<file path="src/rtl/uart_rx_word_pkg.sv">
// Shared types and constants for the UART word receiver.
// The PARITY state only exists when UART_RX_PARITY_EN is defined.
package uart_rx_word_pkg;

  localparam int unsigned DEF_CLK_PER_BIT = 868;
  localparam int unsigned BYTES_PER_WORD  = 4;
  localparam int unsigned WORD_W          = 8 * BYTES_PER_WORD;
  localparam int unsigned IDX_W           = $clog2(BYTES_PER_WORD);

  typedef enum logic [2:0] {
    ST_IDLE,
    ST_START,
    ST_DATA,
`ifdef UART_RX_PARITY_EN
    ST_PARITY,
`endif
    ST_STOP
  } rx_state_e;

endpackage

</file>
<file path="src/rtl/uart_rx_word_if.sv">
// Serial input, alignment control and byte/word outputs of the receiver.
interface uart_rx_word_if;
  import uart_rx_word_pkg::*;

  logic              rxd;
  logic              align_clr;
  logic [7:0]        rbyte;
  logic              rbyte_valid;
  logic [WORD_W-1:0] rdata_buf;
  logic              rdata_buf_ready;
  logic              frame_err;
  logic [IDX_W-1:0]  byte_idx;

  modport master (
    input  rxd, align_clr,
    output rbyte, rbyte_valid, rdata_buf, rdata_buf_ready, frame_err, byte_idx
  );

  modport slave (
    output rxd, align_clr,
    input  rbyte, rbyte_valid, rdata_buf, rdata_buf_ready, frame_err, byte_idx
  );
endinterface

</file>
<file path="src/rtl/uart_rx_sync.sv">
// Two-flop synchroniser for the raw serial line plus a falling-edge detect.
module uart_rx_sync (
  input  logic clk,
  input  logic rstn,
  input  logic rxd,
  output logic rx_s,
  output logic rx_fall
);

  // [1:0] is the synchroniser, [2] is one cycle of history for the edge
  logic [2:0] sync_q, sync_d;

  always_comb sync_d = {sync_q[1:0], rxd};

  always_ff @(posedge clk or negedge rstn) begin
    if (!rstn) sync_q <= '1;
    else       sync_q <= sync_d;
  end

  assign rx_s    = sync_q[1];
  assign rx_fall = sync_q[2] & ~sync_q[1];

endmodule

</file>
<file path="src/rtl/uart_rx_word.sv">
// UART receiver (8N1, or 8E1 with UART_RX_PARITY_EN) that packs good bytes
// little-endian into a 32-bit word and flags framing/parity errors.
module uart_rx_word
  import uart_rx_word_pkg::*;
#(
  parameter int unsigned CLK_PER_BIT = DEF_CLK_PER_BIT
) (
  input  logic           clk,
  input  logic           rstn,
  uart_rx_word_if.master bus
);

  localparam logic [15:0] FULL_M1 = 16'(CLK_PER_BIT - 1);
  localparam logic [15:0] HALF_M1 = 16'(CLK_PER_BIT / 2 - 1);

  logic rx_s, rx_fall;

  uart_rx_sync u_sync (
    .clk     (clk),
    .rstn    (rstn),
    .rxd     (bus.rxd),
    .rx_s    (rx_s),
    .rx_fall (rx_fall)
  );

  rx_state_e         state_q, state_d;
  logic [15:0]       cnt_q, cnt_d;
  logic [2:0]        bit_q, bit_d;
  logic [7:0]        sh_q, sh_d;
  logic [7:0]        rbyte_q, rbyte_d;
  logic [WORD_W-1:0] word_q, word_d;
  logic [IDX_W-1:0]  idx_q, idx_d, idx_eff;
  logic              vld_q, vld_d;
  logic              rdy_q, rdy_d;
  logic              ferr_q, ferr_d;
  logic              tick, stop_done, stop_ok;
`ifdef UART_RX_PARITY_EN
  logic              par_err_q, par_err_d;
`endif

  assign tick = (cnt_q == FULL_M1);

  // Bit-level framing
  always_comb begin
    state_d   = state_q;
    cnt_d     = cnt_q + 16'd1;
    bit_d     = bit_q;
    sh_d      = sh_q;
    stop_done = 1'b0;
    stop_ok   = 1'b0;
`ifdef UART_RX_PARITY_EN
    par_err_d = par_err_q;
`endif
    case (state_q)
      ST_IDLE: begin
        cnt_d = '0;
        if (rx_fall) begin
          state_d = ST_START;
          bit_d   = '0;
        end
      end
      ST_START: begin
        if (cnt_q == HALF_M1) begin
          cnt_d   = '0;
          state_d = rx_s ? ST_IDLE : ST_DATA;
        end
      end
      ST_DATA: begin
        if (tick) begin
          cnt_d = '0;
          sh_d  = {rx_s, sh_q[7:1]};
          bit_d = bit_q + 3'd1;
          if (bit_q == 3'd7) begin
`ifdef UART_RX_PARITY_EN
            state_d = ST_PARITY;
`else
            state_d = ST_STOP;
`endif
          end
        end
      end
`ifdef UART_RX_PARITY_EN
      ST_PARITY: begin
        if (tick) begin
          cnt_d     = '0;
          par_err_d = rx_s ^ (^sh_q);
          state_d   = ST_STOP;
        end
      end
`endif
      ST_STOP: begin
        if (tick) begin
          cnt_d     = '0;
          state_d   = ST_IDLE;
          stop_done = 1'b1;
`ifdef UART_RX_PARITY_EN
          stop_ok   = rx_s & ~par_err_q;
`else
          stop_ok   = rx_s;
`endif
        end
      end
      default: state_d = ST_IDLE;
    endcase
  end

  // Word assembly; align_clr in the completion cycle redirects the byte to lane 0
  always_comb begin
    idx_eff = bus.align_clr ? '0 : idx_q;
    rbyte_d = rbyte_q;
    word_d  = word_q;
    idx_d   = idx_eff;
    vld_d   = 1'b0;
    rdy_d   = 1'b0;
    ferr_d  = 1'b0;
    if (stop_done && stop_ok) begin
      rbyte_d                         = sh_q;
      word_d[{idx_eff, 3'b000} +: 8]  = sh_q;
      vld_d                           = 1'b1;
      rdy_d                           = (idx_eff == IDX_W'(BYTES_PER_WORD - 1));
      idx_d                           = idx_eff + IDX_W'(1);
    end else if (stop_done) begin
      ferr_d = 1'b1;
      idx_d  = '0;
    end
  end

  always_ff @(posedge clk or negedge rstn) begin
    if (!rstn) begin
      state_q <= ST_IDLE;
      cnt_q   <= '0;
      bit_q   <= '0;
      sh_q    <= '0;
      rbyte_q <= '0;
      word_q  <= '0;
      idx_q   <= '0;
      vld_q   <= 1'b0;
      rdy_q   <= 1'b0;
      ferr_q  <= 1'b0;
    end else begin
      state_q <= state_d;
      cnt_q   <= cnt_d;
      bit_q   <= bit_d;
      sh_q    <= sh_d;
      rbyte_q <= rbyte_d;
      word_q  <= word_d;
      idx_q   <= idx_d;
      vld_q   <= vld_d;
      rdy_q   <= rdy_d;
      ferr_q  <= ferr_d;
    end
  end

`ifdef UART_RX_PARITY_EN
  always_ff @(posedge clk or negedge rstn) begin
    if (!rstn) par_err_q <= 1'b0;
    else       par_err_q <= par_err_d;
  end
`endif

  assign bus.rbyte           = rbyte_q;
  assign bus.rbyte_valid     = vld_q;
  assign bus.rdata_buf       = word_q;
  assign bus.rdata_buf_ready = rdy_q;
  assign bus.frame_err       = ferr_q;
  assign bus.byte_idx        = idx_q;

endmodule

</file>
<file path="src/flat_wrapper.sv">
// flat-port wrapper written by rule: the top's interface ports become plain ports
module uart_rx_word_flat import uart_rx_word_pkg::*;
#(
  parameter int unsigned CLK_PER_BIT = DEF_CLK_PER_BIT
)
  (clk, rstn, bus_rxd, bus_align_clr, bus_rbyte, bus_rbyte_valid, bus_rdata_buf, bus_rdata_buf_ready, bus_frame_err, bus_byte_idx);
  uart_rx_word_if bus_i ();
  input  logic clk;
  input  logic rstn;
  input wire logic [$bits(bus_i.rxd)-1:0] bus_rxd;
  input wire logic [$bits(bus_i.align_clr)-1:0] bus_align_clr;
  output wire logic [$bits(bus_i.rbyte)-1:0] bus_rbyte;
  output wire logic [$bits(bus_i.rbyte_valid)-1:0] bus_rbyte_valid;
  output wire logic [$bits(bus_i.rdata_buf)-1:0] bus_rdata_buf;
  output wire logic [$bits(bus_i.rdata_buf_ready)-1:0] bus_rdata_buf_ready;
  output wire logic [$bits(bus_i.frame_err)-1:0] bus_frame_err;
  output wire logic [$bits(bus_i.byte_idx)-1:0] bus_byte_idx;
  assign bus_i.rxd = bus_rxd;
  assign bus_i.align_clr = bus_align_clr;
  assign bus_rbyte = bus_i.rbyte;
  assign bus_rbyte_valid = bus_i.rbyte_valid;
  assign bus_rdata_buf = bus_i.rdata_buf;
  assign bus_rdata_buf_ready = bus_i.rdata_buf_ready;
  assign bus_frame_err = bus_i.frame_err;
  assign bus_byte_idx = bus_i.byte_idx;
  uart_rx_word #(.CLK_PER_BIT(CLK_PER_BIT)) u_core (.clk(clk), .rstn(rstn), .bus(bus_i));
endmodule
</file>
<file path="config.mk">
export PLATFORM = sky130hd
export DESIGN_NAME = uart_rx_word_flat
export DESIGN_NICKNAME = d
export VERILOG_FILES = /design/src/rtl/uart_rx_word_pkg.sv /design/src/rtl/uart_rx_word_if.sv /design/src/rtl/uart_rx_sync.sv /design/src/rtl/uart_rx_word.sv /design/src/flat_wrapper.sv
export SDC_FILE = /design/constraint.sdc
export NUM_CORES = 1
export LEC_CHECK = 0
export BUFFER_PORTS_ARGS = -buffer_cell sky130_fd_sc_hd__clkbuf_2
export CAP_MARGIN = 10
export CORE_UTILIZATION = 52
export DETAILED_ROUTE_END_ITERATION = 10
export PLACE_DENSITY_LB_ADDON = 0.08
export SETUP_SLACK_MARGIN = 0.3
export SLEW_MARGIN = 20
export SYNTH_ARGS = -nofsm -noshare
export SYNTH_HDL_FRONTEND = slang
export SYNTH_HIERARCHICAL = 1
export SYNTH_SLANG_ARGS = --single-unit
</file>
<file path="constraint.sdc">
create_clock -name clk -period 3.3 [get_ports clk]
set_input_delay 0.825 -clock clk [delete_from_list [all_inputs] [get_ports clk]]
set_output_delay 0.825 -clock clk [all_outputs]
set_load 0.05 [all_outputs]
</file>
==> metrics.yaml, run 1 <==
hold_viol: 0
start_util_pct: 54.7
layout-drive-gt1-share_pct: 24.2
grt_pass1_vias: 2471
clk_pin_slew_ns: 0.09
cp-start-kind: "input pin"
ios: 49
synth-seq-cells: 77
leakagePower_uw: 0.00184
async_reset_ff_share_pct: 100
postSynthAreaPerCell_um2: 10.7
io_buffers: 48
cts_setup_buffers: 0
ir_drop_v: 0.000339
track_usage_pct: 23.4
rows: 29
critPathSlowestCell: "nor3_1"
status: "complete, but fails checks"
netlist_area_mm2: 0.00353
regToRegEndpoint: "u_core/bus.rbyte[7]$_DFFE_PN0P_"
cp_data_required_time_ns: 3.56
coreArea_mm2: 0.00646
ys_dominant_reg_cell: "dfrtp_1"
syn2layout_area_growth_pct: 14.5
worstSetupPathType: "in -> reg"
synth-edff-count: 0
hold_class: "reg -> reg"
die_x_um: 84.4
cts_max_level: 3
fin_skew_ns: 0.0129
cp_slowest_stage_delay_ns: 0.72
slew_viol_final: 0
ff2ff_path_depth: 4
post-route-util_pct: 62.7
numClockSinks: 77
netlist_instances: 330
violations: "DRC"
synth-seq-area-share_pct: 54.6
ys.warnings.count: 6
synthesis.nets: 343
root_buffer: "clkbuf_8"
maxCapViolations: 0
maxSlewHeadroom_pct: 37.9
rsz0062_at_grt: "no"
hold_buffers: 0
viasPerCell: 5.78
die-area_mm2: 0.00713
r2r_setup_slack_ns: 1.18
powerDensity_mw_per_mm2: 487
drc_errors: 5
numCtsBuffers: 9
grt_first_pass_wirelength_mm: 12.9
drtIter0Drc: 191
grt_max_degree: 78
tightestPinTransition_ns: 0.932
first_pass_iters: 8
crit_arrival_ns: 2.60
final_cell_mix: "74 x dfrtp_1, 64 x o21ai_0, 47 x clkbuf_2"
crit_end: "u_core/bus.rdata_buf[26]$_DFFE_PN0P_"
num-fill-cells: 540
finalCriticalPeriod_ns: 2.34
timing.rr.start: "u_core/cnt_q[3]$_DFF_PN0_"
ys_top_cells_by_area: "dfrtp_1 52%, o21ai_0 9.1%, nand2_1 4.7%"
cts_max_path_buffers: 2
clk_latency_ns: 0.35
crit_path_end_kind: "flip-flop"
antenna_cells: 0
detail-route-antenna-nets: 0
setup_viol: 0
yosysTopAreaCell: "dfrtp_1"
totalWireLength_mm: 7.56
antenna_found_initial: 0
startpoint: "bus_align_clr"
post_cts_resized: 0
place.gp.congestion: 0.810
fp.dieH_um: 84.4
ys_types: 44
hpwl_mm: 4.88
critPathMaxFanout: 8
synth_top_cell_area_share_pct: 52.4
wl_per_cell_um: 16.4
fin_nets: 392
finalCritPeriodShare_pct: 71.0
fmax_mhz: 427
path_cells: "clkbuf_2, nand2b_1, ha_1, nor3_1, nand2_1, o21ai_0"
tns_ns: 0
mostFrequentLayoutCell: "dfrtp_1"
grt-ovfl-total: 0
tritoncts: "yes"
vias: 2663
## cell families after synthesis
logic type | after synthesis | synth area share (%)
adder cells (fa/ha/maj) | 9 | 3.19
AO/OA/AOI/OAI | 75 | 11.7
AND/OR/NAND/NOR | 122 | 18.8
flip-flops | 77 | 54.6
XOR/XNOR | 13 | 3.22
multiplexers | 16 | 5.95
buffers and inverters | 18 | 2.55
## worst max-delay path, delay by kind of cell
kind	cells	cell delay (ns)
and+or+nand+nor	3	1.11
adders and majority gates	1	0.39
AOI/OAI and AO/OA	1	0.19
buffers and inverters	1	0.09
## routing by layer
layer / share of wire [%] / vias up / GRT usage [%] / wire length, um
met4: 0.95 / 0 / 6.93 / 72
li1: - / 1254 / - / -
met1: 48 / 1331 / 35.2 / 3640
met3: 5.3 / 8 / 5.31 / 403
met2: 46 / 70 / 34.0 / 3450
met5: 0 / - / 0 / 0
## Yosys cell counts (2+ instances only)
library cell / number
nor4_1: 3
nor4_4: 2
xnor2_1: 11
inv_1: 6
clkbuf_1: 8
dfrtp_1: 74
nor3b_1: 3
nor3_1: 7
o21ai_0: 64
ha_1: 9
and4_1: 2
nor2_1: 21
o21ai_1: 2
o311ai_1: 2
dfstp_2: 3
xor2_1: 2
mux2_4: 8
nand3_1: 16
and3_1: 2
nand2b_1: 4
nand4_1: 7
nand2_1: 44
mux2_2: 8
buf_2: 2
## state kept, by name (all words and copies together), names as in the netlist
register                    cells
u_core/bus.frame_err            1
u_core/bus.byte_idx             2
u_core/cnt_q                   16
u_core/bit_q                    3
u_core/u_sync/sync_q            3
u_core/bus.rdata_buf_ready      1
u_core/bus.rbyte_valid          1
u_core/sh_q                     8
u_core/bus.rdata_buf           32
u_core/state_q                  2
u_core/bus.rbyte                8
## where the power goes
| part | internal [uW] | total, uW | switching, uW |
|---|---|---|---|
| logic | 58.7 | 138 | 79.6 |
| registers | 977 | 1040 | 58.6 |
| clock network | 448 | 797 | 348 |
## stage by stage
step | area [um^2] | hold WS, ns | power [uW] | worst slack [ns] | instances
floorplan | 3530 | 0.345 | 1150 | 1.02 | 330
global placement | 3820 | 0.346 | 1190 | 0.773 | 445
detailed placement | 3820 | 0.353 | 1200 | 0.644 | 445
CTS | 4050 | 0.366 | 1990 | 0.995 | 461
global route | 4050 | 0.376 | 2060 | 0.827 | 461
finish | 4050 | 0.367 | 1970 | 0.956 | 461
## worst min path at each step
stage / startpoint / to / cells past startpoint
after floorplan: u_core/u_sync/sync_q[0]$_DFF_PN1_ / u_core/u_sync/sync_q[1]$_DFF_PN1_ / 0
after CTS: u_core/u_sync/sync_q[0]$_DFF_PN1_ / u_core/u_sync/sync_q[1]$_DFF_PN1_ / 0
after detailed placement: u_core/u_sync/sync_q[0]$_DFF_PN1_ / u_core/u_sync/sync_q[1]$_DFF_PN1_ / 0
after global routing: u_core/u_sync/sync_q[0]$_DFF_PN1_ / u_core/u_sync/sync_q[1]$_DFF_PN1_ / 0
after global placement: u_core/u_sync/sync_q[0]$_DFF_PN1_ / u_core/u_sync/sync_q[1]$_DFF_PN1_ / 0
final: u_core/u_sync/sync_q[0]$_DFF_PN1_ / u_core/u_sync/sync_q[1]$_DFF_PN1_ / 0
## area by class of cell
cell class	count	area [um^2]	share of cell area [%]
Clock buffer	11	141	3.49
Clock inverter	5	83.8	2.07
Inverter	6	22.5	0.557
Multi-Input combinational cell	235	1510	37.4
Sequential cell	77	1930	47.7
Tap cell	77	96.3	2.38
Timing Repair Buffer	50	258	6.37
Note: power is estimated with default switching activity, not from simulation.
==> run 2: changes to the inputs <==
--- a/config.mk
+++ b/config.mk
@@ -7,7 +7,7 @@
 export LEC_CHECK = 0
 export BUFFER_PORTS_ARGS = -buffer_cell sky130_fd_sc_hd__clkbuf_2
 export CAP_MARGIN = 10
-export CORE_UTILIZATION = 52
+export CORE_UTILIZATION = 51
 export DETAILED_ROUTE_END_ITERATION = 10
 export PLACE_DENSITY_LB_ADDON = 0.08
 export SETUP_SLACK_MARGIN = 0.3
==> constraint.sdc (replaced) <==
create_clock -name clk -period 2.1 [get_ports clk]
set_input_delay 0.525 -clock clk [delete_from_list [all_inputs] [get_ports clk]]
set_output_delay 0.525 -clock clk [all_outputs]
set_load 0.05 [all_outputs]
==> metrics.yaml, run 2 (synthesis results as in run 1) <==
p_comb_share_pct: 9.6
cp_data_required_time_ns: 2.34
drc_errors: 0
leakagePower_uw: 0.00193
crit_arrival_ns: 2.08
place.gp.congestion: 0.784
powerDensity_mw_per_mm2: 731
numClockSinks: 77
status: "completed"
mostFrequentLayoutCell: "dfrtp_1"
tritoncts: "yes"
cp-start-kind: "flip-flop"
setup_viol: 0
swShare_pct: 25.2
fin_skew_ns: 0.00878
ios: 49
whs_ns: 0.148
pre_cts_slack_ns: 0.0890
numCtsBuffers: 9
io_buffers: 48
grt_pass1_vias: 2523
die-area_mm2: 0.00727
antenna_cells: 0
worst_slack_ns: 0.261
maxSlewHeadroom_pct: 64.7
viasPerCell: 5.64
clk_latency_ns: 0.35
tightestPinTransition_ns: 0.530
finalCritPeriodShare_pct: 87.6
start_util_pct: 54.1
coreArea_mm2: 0.00653
slew_viol_final: 0
fin_nets: 411
rsz0062_at_grt: "yes"
syn2layout_area_growth_pct: 21.9
cts_max_level: 3
hpwl_mm: 5.32
hold_buffers: 0
clk_pin_slew_ns: 0.08
finalCriticalPeriod_ns: 1.84
die_x_um: 85.3
detail-route-antenna-nets: 0
antenna_found_initial: 0
p_seq_share_pct: 51.6
worstSetupPathType: "reg -> reg"
root_buffer: "clkbuf_8"
largest_register_ffs: 32
totalWireLength_mm: 7.92
maxCapViolations: 0
track_usage_pct: 23.7
rows: 29
final_cell_mix: "68 x dfrtp_1, 47 x clkbuf_2, 44 x nand2_1"
fp.dieH_um: 85.3
multiInputGateArea_mm2: 0.00161
num-fill-cells: 532
crit_path_end_kind: "flip-flop"
grt_first_pass_wirelength_mm: 13.2
cts_max_path_buffers: 2
wl_per_cell_um: 16.5
critPathMaxFanout: 6
layout-drive-gt1-share_pct: 32.5
hold_viol: 0
grt-ovfl-total: 0
hold_class: "in -> async"
fmax_mhz: 544
p_int_uw: 2360
drtIter0Drc: 176
grt_max_degree: 41
seqCellArea_mm2: 0.00194
p_clk_share_pct: 38.8
first_pass_iters: 4
post-route-util_pct: 66.0
p_sw_uw: 792
tns_ns: 0
vias: 2709
ir_drop_v: 0.000766
==> run 2: cell count changes in the layout (fill, tap and decap cells not counted), sizes merged <==
cell and delta:
clkinv +1, buf +18, and2 +1, inv +1
clkbuf -2
==> run 2: final cells by class <==
class                      instances  share of cell area (%)
sequential                        77                    45.0
clock inverter                     7                    2.27
inverter                           6                   0.523
multi-input combinational        236                    37.3
timing repair buffer              68                    9.79
tap                               77                    2.24
clock buffer                       9                    2.88
==> run 2: final timing paths <==
check / to / from / depth (start not counted) / slack [ns]
setup reg to reg: u_core/bus.rbyte[6]$_DFFE_PN0P_ / u_core/cnt_q[2]$_DFF_PN0_ / 4 / 0.26
hold / removal: u_core/cnt_q[15]$_DFF_PN0_ / rstn / 1 / 0.15
setup / recovery: u_core/bus.rbyte[6]$_DFFE_PN0P_ / u_core/cnt_q[2]$_DFF_PN0_ / 4 / 0.26
min in group clk: u_core/u_sync/sync_q[0]$_DFF_PN1_ / bus_rxd / 1 / 0.25
hold reg to reg: u_core/u_sync/sync_q[1]$_DFF_PN1_ / u_core/u_sync/sync_q[0]$_DFF_PN1_ / 0 / 0.36
max in group asynchronous: u_core/cnt_q[11]$_DFF_PN0_ / rstn / 2 / 1.39
==> run 2: through the flow <==
| step | std cells | cell area (um^2) | power [uW] |
|---|---|---|---|
| after floorplan | 330 | 3560 | 1800 |
| after global placement | 457 | 3960 | 1900 |
| after detailed placement | 457 | 3960 | 1910 |
| after CTS | 478 | 4240 | 3150 |
| after global routing | 480 | 4310 | 3280 |
| final | 480 | 4310 | 3150 |
==> run 2: metal layers <==
metal / track usage [%] / part of all wire (%) / up-vias
met5: 0 / 0 / -
met4: 9.09 / 1.3 / 0
met3: 3.40 / 4.7 / 8
met2: 33.9 / 45 / 81
met1: 36.4 / 49 / 1318
li1: - / - / 1302
==> run 2: power by group through the flow <==
stage / Combinational [uW] / Sequential (uW) / Clock [uW]
3_3_place_gp: 242 / 1660 / 0
4_1_cts: 271 / 1620 / 1260
5_1_grt: 339 / 1640 / 1310
2_1_floorplan: 163 / 1640 / 0
6_report: 304 / 1620 / 1220
3_5_place_dp: 248 / 1660 / 0
==> run 2: what timing repair did <==
action,in CTS,in global routing
endpoints found under the setup margin,50,67
resized for setup,8,33
pin swaps,4,4
cloned,1,0
buffers inserted,4,2
==> run 2: worst max-delay path, cell delays in order, from the launching register on <==
cell and delay (ns):
dfrtp_2 0.47, nor4_4 0.40, and4_4 0.33, and2_4 0.22, mux2_4 0.31
